**src/rtl/pwm_shadow_commit_sched_if.sv**
```systemverilog
// Software-side bus of the PWM shadow/commit scheduler.
// Carries the shadow-register write handshake and the commit
// request/status handshake between the register file (master)
// and the scheduler (slave).
//   wr_valid/wr_ready/wr_ch/wr_field/wr_data : shadow write
//   commit_req/commit_mask                   : commit request
//   commit_busy/commit_done/commit_timeout   : commit status
interface pwm_shadow_commit_sched_if #(
    parameter int N_CH = 8,
    parameter int CW   = 16
);
    logic                    wr_valid;
    logic                    wr_ready;
    logic [$clog2(N_CH)-1:0] wr_ch;
    logic [1:0]              wr_field;
    logic [CW-1:0]           wr_data;
    logic                    commit_req;
    logic [N_CH-1:0]         commit_mask;
    logic                    commit_busy;
    logic                    commit_done;
    logic                    commit_timeout;

    modport master (
        output wr_valid, wr_ch, wr_field, wr_data, commit_req, commit_mask,
        input  wr_ready, commit_busy, commit_done, commit_timeout
    );

    modport slave (
        input  wr_valid, wr_ch, wr_field, wr_data, commit_req, commit_mask,
        output wr_ready, commit_busy, commit_done, commit_timeout
    );
endinterface

```
**src/rtl/pwm_shadow_commit_sched.sv**
```systemverilog
// Per-channel shadow/active configuration scheduler for the PWM core.
// Writes land in shadow registers; a commit arms a channel mask and each
// armed channel copies its shadow set to its active outputs on its own
// carrier boundary pulse. A timeout forces whatever is still pending.
// Ports:
//   clk, reset   : clock, synchronous active-high reset
//   cfg          : write + commit bus (slave side)
//   sync_evt_x   : per-channel carrier boundary pulse
//   load_x       : per-channel pulse, active set just changed
//   period_x, compare_x, initcarr_x (CW per channel), dtime_x (DTW per
//   channel) : active values, channel i at [W*i +: W]
module pwm_shadow_commit_sched #(
    parameter int N_CH    = 8,
    parameter int CW      = 16,
    parameter int DTW     = 10,
    parameter int TIMEOUT = 65535
) (
    input  logic                 clk,
    input  logic                 reset,
    pwm_shadow_commit_sched_if.slave cfg,
    input  logic [N_CH-1:0]      sync_evt_x,
    output logic [N_CH-1:0]      load_x,
    output logic [CW*N_CH-1:0]   period_x,
    output logic [CW*N_CH-1:0]   compare_x,
    output logic [CW*N_CH-1:0]   initcarr_x,
    output logic [DTW*N_CH-1:0]  dtime_x
);
    localparam int CNT_W = $clog2(TIMEOUT + 1);

    typedef enum logic [1:0] {IDLE, ARMED, DONE} state_t;

    state_t state, state_nxt;

    logic [N_CH-1:0][CW-1:0]  sh_period, sh_compare, sh_initcarr;
    logic [N_CH-1:0][DTW-1:0] sh_dtime;
    logic [N_CH-1:0]          pending;
    logic [CNT_W-1:0]         cnt;
    logic                     tmo_flag;

    logic [N_CH-1:0]          hit, copy;
    logic                     force_tmo;
    logic                     wr_take;

    // Out-of-range channels (non power-of-2 N_CH) are accepted but dropped.
    assign wr_take = cfg.wr_valid && cfg.wr_ready && (int'(cfg.wr_ch) < N_CH);

    // State register
    always_ff @(posedge clk) begin
        if (reset) state <= IDLE;
        else       state <= state_nxt;
    end

    // Next-state logic. ARMED leaves only once the registered pending mask
    // is empty, so commit_done lands one cycle after the last copy.
    always_comb begin
        state_nxt = state;
        case (state)
            IDLE:    if (cfg.commit_req)
                         state_nxt = (cfg.commit_mask != '0) ? ARMED : DONE;
            ARMED:   if (pending == '0) state_nxt = DONE;
            DONE:    state_nxt = IDLE;
            default: state_nxt = IDLE;
        endcase
    end

    // Outputs decoded from the state register only
    always_comb begin
        cfg.wr_ready       = (state == IDLE);
        cfg.commit_busy    = (state == ARMED) || (state == DONE);
        cfg.commit_done    = (state == DONE);
        cfg.commit_timeout = (state == DONE) && tmo_flag;
    end

    // Channels to copy this cycle: evented ones, plus every remaining
    // pending channel once the timeout count is reached. An event that
    // clears the last pending channel on the timeout cycle is not a timeout.
    always_comb begin
        hit       = pending & sync_evt_x;
        copy      = hit;
        force_tmo = 1'b0;
        if (cnt == CNT_W'(TIMEOUT - 1) && (pending & ~hit) != '0) begin
            copy      = pending;
            force_tmo = 1'b1;
        end
    end

    // Datapath: shadow writes, commit arming, active copies
    always_ff @(posedge clk) begin
        if (reset) begin
            sh_period   <= '0;
            sh_compare  <= '0;
            sh_initcarr <= '0;
            sh_dtime    <= '0;
            period_x    <= '0;
            compare_x   <= '0;
            initcarr_x  <= '0;
            dtime_x     <= '0;
            pending     <= '0;
            cnt         <= '0;
            tmo_flag    <= 1'b0;
            load_x      <= '0;
        end else begin
            load_x <= '0;
            if (wr_take) begin
                case (cfg.wr_field)
                    2'd0: sh_period[cfg.wr_ch]   <= cfg.wr_data;
                    2'd1: sh_compare[cfg.wr_ch]  <= cfg.wr_data;
                    2'd2: sh_initcarr[cfg.wr_ch] <= cfg.wr_data;
                    default: sh_dtime[cfg.wr_ch] <= cfg.wr_data[DTW-1:0];
                endcase
            end
            case (state)
                IDLE: begin
                    if (cfg.commit_req) begin
                        pending  <= cfg.commit_mask;
                        cnt      <= '0;
                        tmo_flag <= 1'b0;
                    end
                end
                ARMED: begin
                    if (pending != '0) begin
                        for (int i = 0; i < N_CH; i++) begin
                            if (copy[i]) begin
                                period_x[CW*i +: CW]   <= sh_period[i];
                                compare_x[CW*i +: CW]  <= sh_compare[i];
                                initcarr_x[CW*i +: CW] <= sh_initcarr[i];
                                dtime_x[DTW*i +: DTW]  <= sh_dtime[i];
                            end
                        end
                        load_x  <= copy;
                        pending <= pending & ~copy;
                        cnt     <= cnt + 1'b1;
                        if (force_tmo) tmo_flag <= 1'b1;
                    end
                end
                DONE:    tmo_flag <= 1'b0;
                default: ;
            endcase
        end
    end
endmodule
```
**src/flat_wrapper.sv**
```systemverilog
// flat-port wrapper written by rule: the top's interface ports become plain ports
module pwm_shadow_commit_sched_flat 
#(
    parameter int N_CH    = 8,
    parameter int CW      = 16,
    parameter int DTW     = 10,
    parameter int TIMEOUT = 65535
)
  (clk, reset, sync_evt_x, load_x, period_x, compare_x, initcarr_x, dtime_x, cfg_wr_valid, cfg_wr_ch, cfg_wr_field, cfg_wr_data, cfg_commit_req, cfg_commit_mask, cfg_wr_ready, cfg_commit_busy, cfg_commit_done, cfg_commit_timeout);
  pwm_shadow_commit_sched_if #(.N_CH(N_CH), .CW(CW)) cfg_i ();
  input  logic clk;
  input  logic reset;
  input  logic [N_CH-1:0] sync_evt_x;
  output logic [N_CH-1:0] load_x;
  output logic [CW*N_CH-1:0] period_x;
  output logic [CW*N_CH-1:0] compare_x;
  output logic [CW*N_CH-1:0] initcarr_x;
  output logic [DTW*N_CH-1:0] dtime_x;
  input wire logic [$bits(cfg_i.wr_valid)-1:0] cfg_wr_valid;
  input wire logic [$bits(cfg_i.wr_ch)-1:0] cfg_wr_ch;
  input wire logic [$bits(cfg_i.wr_field)-1:0] cfg_wr_field;
  input wire logic [$bits(cfg_i.wr_data)-1:0] cfg_wr_data;
  input wire logic [$bits(cfg_i.commit_req)-1:0] cfg_commit_req;
  input wire logic [$bits(cfg_i.commit_mask)-1:0] cfg_commit_mask;
  output wire logic [$bits(cfg_i.wr_ready)-1:0] cfg_wr_ready;
  output wire logic [$bits(cfg_i.commit_busy)-1:0] cfg_commit_busy;
  output wire logic [$bits(cfg_i.commit_done)-1:0] cfg_commit_done;
  output wire logic [$bits(cfg_i.commit_timeout)-1:0] cfg_commit_timeout;
  assign cfg_i.wr_valid = cfg_wr_valid;
  assign cfg_i.wr_ch = cfg_wr_ch;
  assign cfg_i.wr_field = cfg_wr_field;
  assign cfg_i.wr_data = cfg_wr_data;
  assign cfg_i.commit_req = cfg_commit_req;
  assign cfg_i.commit_mask = cfg_commit_mask;
  assign cfg_wr_ready = cfg_i.wr_ready;
  assign cfg_commit_busy = cfg_i.commit_busy;
  assign cfg_commit_done = cfg_i.commit_done;
  assign cfg_commit_timeout = cfg_i.commit_timeout;
  pwm_shadow_commit_sched #(.N_CH(N_CH), .CW(CW), .DTW(DTW), .TIMEOUT(TIMEOUT)) u_core (.clk(clk), .reset(reset), .cfg(cfg_i), .sync_evt_x(sync_evt_x), .load_x(load_x), .period_x(period_x), .compare_x(compare_x), .initcarr_x(initcarr_x), .dtime_x(dtime_x));
endmodule
```
**config.mk**
```make
export PLATFORM = sky130hd
export DESIGN_NAME = pwm_shadow_commit_sched_flat
export DESIGN_NICKNAME = d
export VERILOG_FILES = /design/src/rtl/pwm_shadow_commit_sched_if.sv /design/src/rtl/pwm_shadow_commit_sched.sv /design/src/flat_wrapper.sv
export SDC_FILE = /design/constraint.sdc
export NUM_CORES = 2
export LEC_CHECK = 0
export CAP_MARGIN = 20
export CORE_ASPECT_RATIO = 0.9
export CORE_UTILIZATION = 30
export CTS_CLUSTER_SIZE = 16
export DETAILED_ROUTE_END_ITERATION = 7
export PLACE_DENSITY = 0.57
export RECOVER_POWER = 25
export SYNTH_ARGS = -nofsm -noshare
export SYNTH_HDL_FRONTEND = slang
export SYNTH_SLANG_ARGS = --single-unit
```
**constraint.sdc**
```tcl
create_clock -name clk -period 3 [get_ports clk]
set_input_delay 0.3 -clock clk [delete_from_list [all_inputs] [get_ports clk]]
set_output_delay 0.3 -clock clk [all_outputs]
set_load 0.02 [all_outputs]
```
==> qor.csv <==
stage;metric;value;unit
outcome;status;completed;
placement;Port Buffers;516;
power_and_ir_drop;leakage;16.4;nW
clock_tree;Post-CTS Setup Bufs;0;
logic_synthesis;Async SR Flop Fraction;0;%
floorplan;Die X-Extent;346;µm
logic_synthesis;post-synthesis sequential area ratio;60.4;%
clock_tree;Clock Path Buffers;3;
power_and_ir_drop;Design Power;27.1;mW
drt;Vias/cell;4.90;
timing;Final Skew;15.0;ps
clock_tree;H-tree levels;3;
logic_synthesis;Mapped Area;31900;µm²
finish;number of fill cells in the layout;10200;
timing;Setup-failing EPs final;0;
timing;Final period util;92.6;%
logic_synthesis;Synth Warn #;0;
worst_hold_path;worst hold path type;in2reg;
placement;DP Wirelength;74500;µm
logic_synthesis;Synth Register Bits;963;
setup_path;Worst setup SP type;register;
setup_path;Req. time, crit path;3610;ps
finish;n_diodes;0;
floorplan;Initial Util;30.3;%
setup_path;crit path DAT;3380;ps
finish;fraction of layout cells with a size suffix above 1;8.26;%
logic_synthesis;synth cell count leaders;dfxtp_1 (963), nand2_1 (809), a22o_1 (464);
floorplan;IO Pins;517;
setup_path;Critical Path End Type;register;
finish;Synth-to-Final Area Change;31.8;%
setup_path;worst-path maximum fanout;59;
timing;Slew HR;28.9;%
placement;Final GP Congestion;0.777;
floorplan;Die H;312;µm
global_route;initial antenna violation count;6;
logic_synthesis;Avg Inst Size Synth;9.83;µm²
clock_tree;Inserted Clock Buffers;101;
clock_tree;clock sinks;963;
global_route;vias in the first global route;23600;
logic_synthesis;most common cell in the synthesized netlist;dfxtp_1;
global_route;GR Util All Layers;20.9;%
finish;final instance area;42100;µm²
finish;final core utilization;39.9;%
drt;drt pass-1 iters;5;
drt;ANT nets after route;0;
logic_synthesis;largest cells by area after synthesis;dfxtp_1 (60%), a22o_1 (13%), nand2_1 (9.5%), a21oi_1 (6.1%), mux2i_1 (2.5%);
timing;RSZ-0062 raised after global routing;no;
global_route;global-route wire length before repair;167000;µm
drt;Residual DRC;0;
power_and_ir_drop;P per Cell Area;645;nW/µm²
finish;Final #Nets;3752;
logic_synthesis;leading area contributor after synthesis;dfxtp_1;
timing;crit path time final;2780;ps
timing;max-slew violations;0;
clock_tree;worst skew pair latency;680;ps
floorplan;FP Rows;113;
global_route;GR Overflow Total;0;
clock_tree;CTS Hold Bufs;0;
logic_synthesis;post-synth top area share;60.4;%
clock_tree;clock slew at reported path FFs;60;ps
clock_tree;Resized Gates After CTS;0;
logic_synthesis;Main synth FF type;dfxtp_1;
clock_tree;CTS tree;yes;
drt;final wirelength;116000;µm
logic_synthesis;Distinct cells, synth;47;
power_and_ir_drop;VDD IR max;0.417;mV
logic_synthesis;Mapped Nets;3295;
placement;Placement Cell Area;38600;µm²
floorplan;Core Area;105000;µm²
floorplan;die footprint;108000;µm²
timing;TNS Setup;0;ps
drt;Detailed Route Iter0 Violations;1820;
setup_path;kind of critical path;reg2reg;
timing;worst-margin pin slew;1070;ps
logic_synthesis;Post-synth EDFFs;0;
timing;final hold vios;0;
drt;Vias;25300;
logic_synthesis;Post-Synthesis Cells;3249;
global_route;pin count of the biggest net entering global routing;188;
timing;Max Fclk;0.360;GHz
run;max_cap viols;0;
clock_tree;CTS Root Cell;clkbuf_16;
drt;DR WL/cell;22.5;µm
## worst max-delay path: stages (launching register included)
cell     delay [ps]
dfxtp_1         400
nand4_2         180
nor4_1          480
o41a_1          250
buf_4           290
o211a_4         740
a22o_1          230
## per-layer routing
metal	vias to the layer above	global-route usage (%)	wire [µm]
li1	12100	-	-
met1	12200	28.3	51900
met2	791	32.5	52500
met3	170	5.58	8820
met4	4	6.22	3120
met5	-	0	26
## placed cells by master (no fill, tap or decap), drive strengths merged, types with 3 or more instances in the layout
cell             n
a21o             8
a21oi          391
a22o           464
a22oi            8
and2             4
buf            114
bufinv          11
clkbuf         142
clkdlybuf4s50  152
clkinv          23
clkinvlp         6
dfxtp          963
dlygate4sd3    347
ha               5
inv             20
mux2i           81
nand2          809
nand2b           3
nand3            8
nand4            8
nor2           139
nor3             7
nor4             7
o211a            8
o21ai           10
o22ai            4
o31ai            8
or2              4
or3              4
xnor2            7
xor2             6
## metrics by stage
step | hold WS [ps] | worst slack, ps | std cells
after global placement | 441 | 275 | 4983
final | 64.6 | 222 | 5168
after floorplan | 436 | 751 | 3249
after global routing | 29.9 | 15.6 | 5168
after CTS | 9.39 | 197 | 5168
after detailed placement | 446 | 223 | 4983
## registers in the layout (all words and copies together), names as in the netlist, 80 cells and up
name / count
u_core.compare_x: 128
u_core.dtime_x: 80
u_core.initcarr_x: 128
u_core.period_x: 128
u_core.sh_compare: 128
u_core.sh_dtime: 80
u_core.sh_initcarr: 128
u_core.sh_period: 128
## cells by family after synthesis
group                    count (synthesis)  synth area share (%)
buffers and inverters                  276                  3.85
adder cells (fa/ha/maj)                  5                 0.196
flip-flops                             963                  60.4
AND/OR/NAND/NOR                       1003                  12.3
XOR/XNOR                                13                 0.357
multiplexers                            81                  2.54
AO/OA/AOI/OAI                          908                  20.4
## path summary, 6_finish.rpt
check                           cells after the start                    from  slack, ps                endpoint
worst max-delay path                                6           u_core.cnt[5]        220   u_core.compare_x[121]
worst min-delay path                                3          cfg_wr_data[6]         60    u_core.sh_period[38]
worst max register to register                      6           u_core.cnt[5]        220   u_core.compare_x[121]
worst min register to register                      2  u_core.sh_initcarr[14]        450  u_core.sh_initcarr[14]
## power breakdown
group	switching, mW	internal (mW)	leakage (nW)	total, mW
Combinational	0.878	0.273	6.93	1.15
Sequential	0.0444	12.8	7.76	12.9
Clock	5.31	7.77	1.70	13.1
Total	6.23	20.9	16.4	27.1
## layout make-up
cell class	instances	area (µm²)	area share [%]
Clock buffer	141	2930	6.97
Clock inverter	44	536	1.27
Inverter	16	60.1	0.143
Multi-Input combinational cell	2010	11500	27.4
Sequential cell	963	19300	45.8
Tap cell	1380	1730	4.10
Timing Repair Buffer	614	6030	14.3
Note: power is estimated with default switching activity, not from simulation.
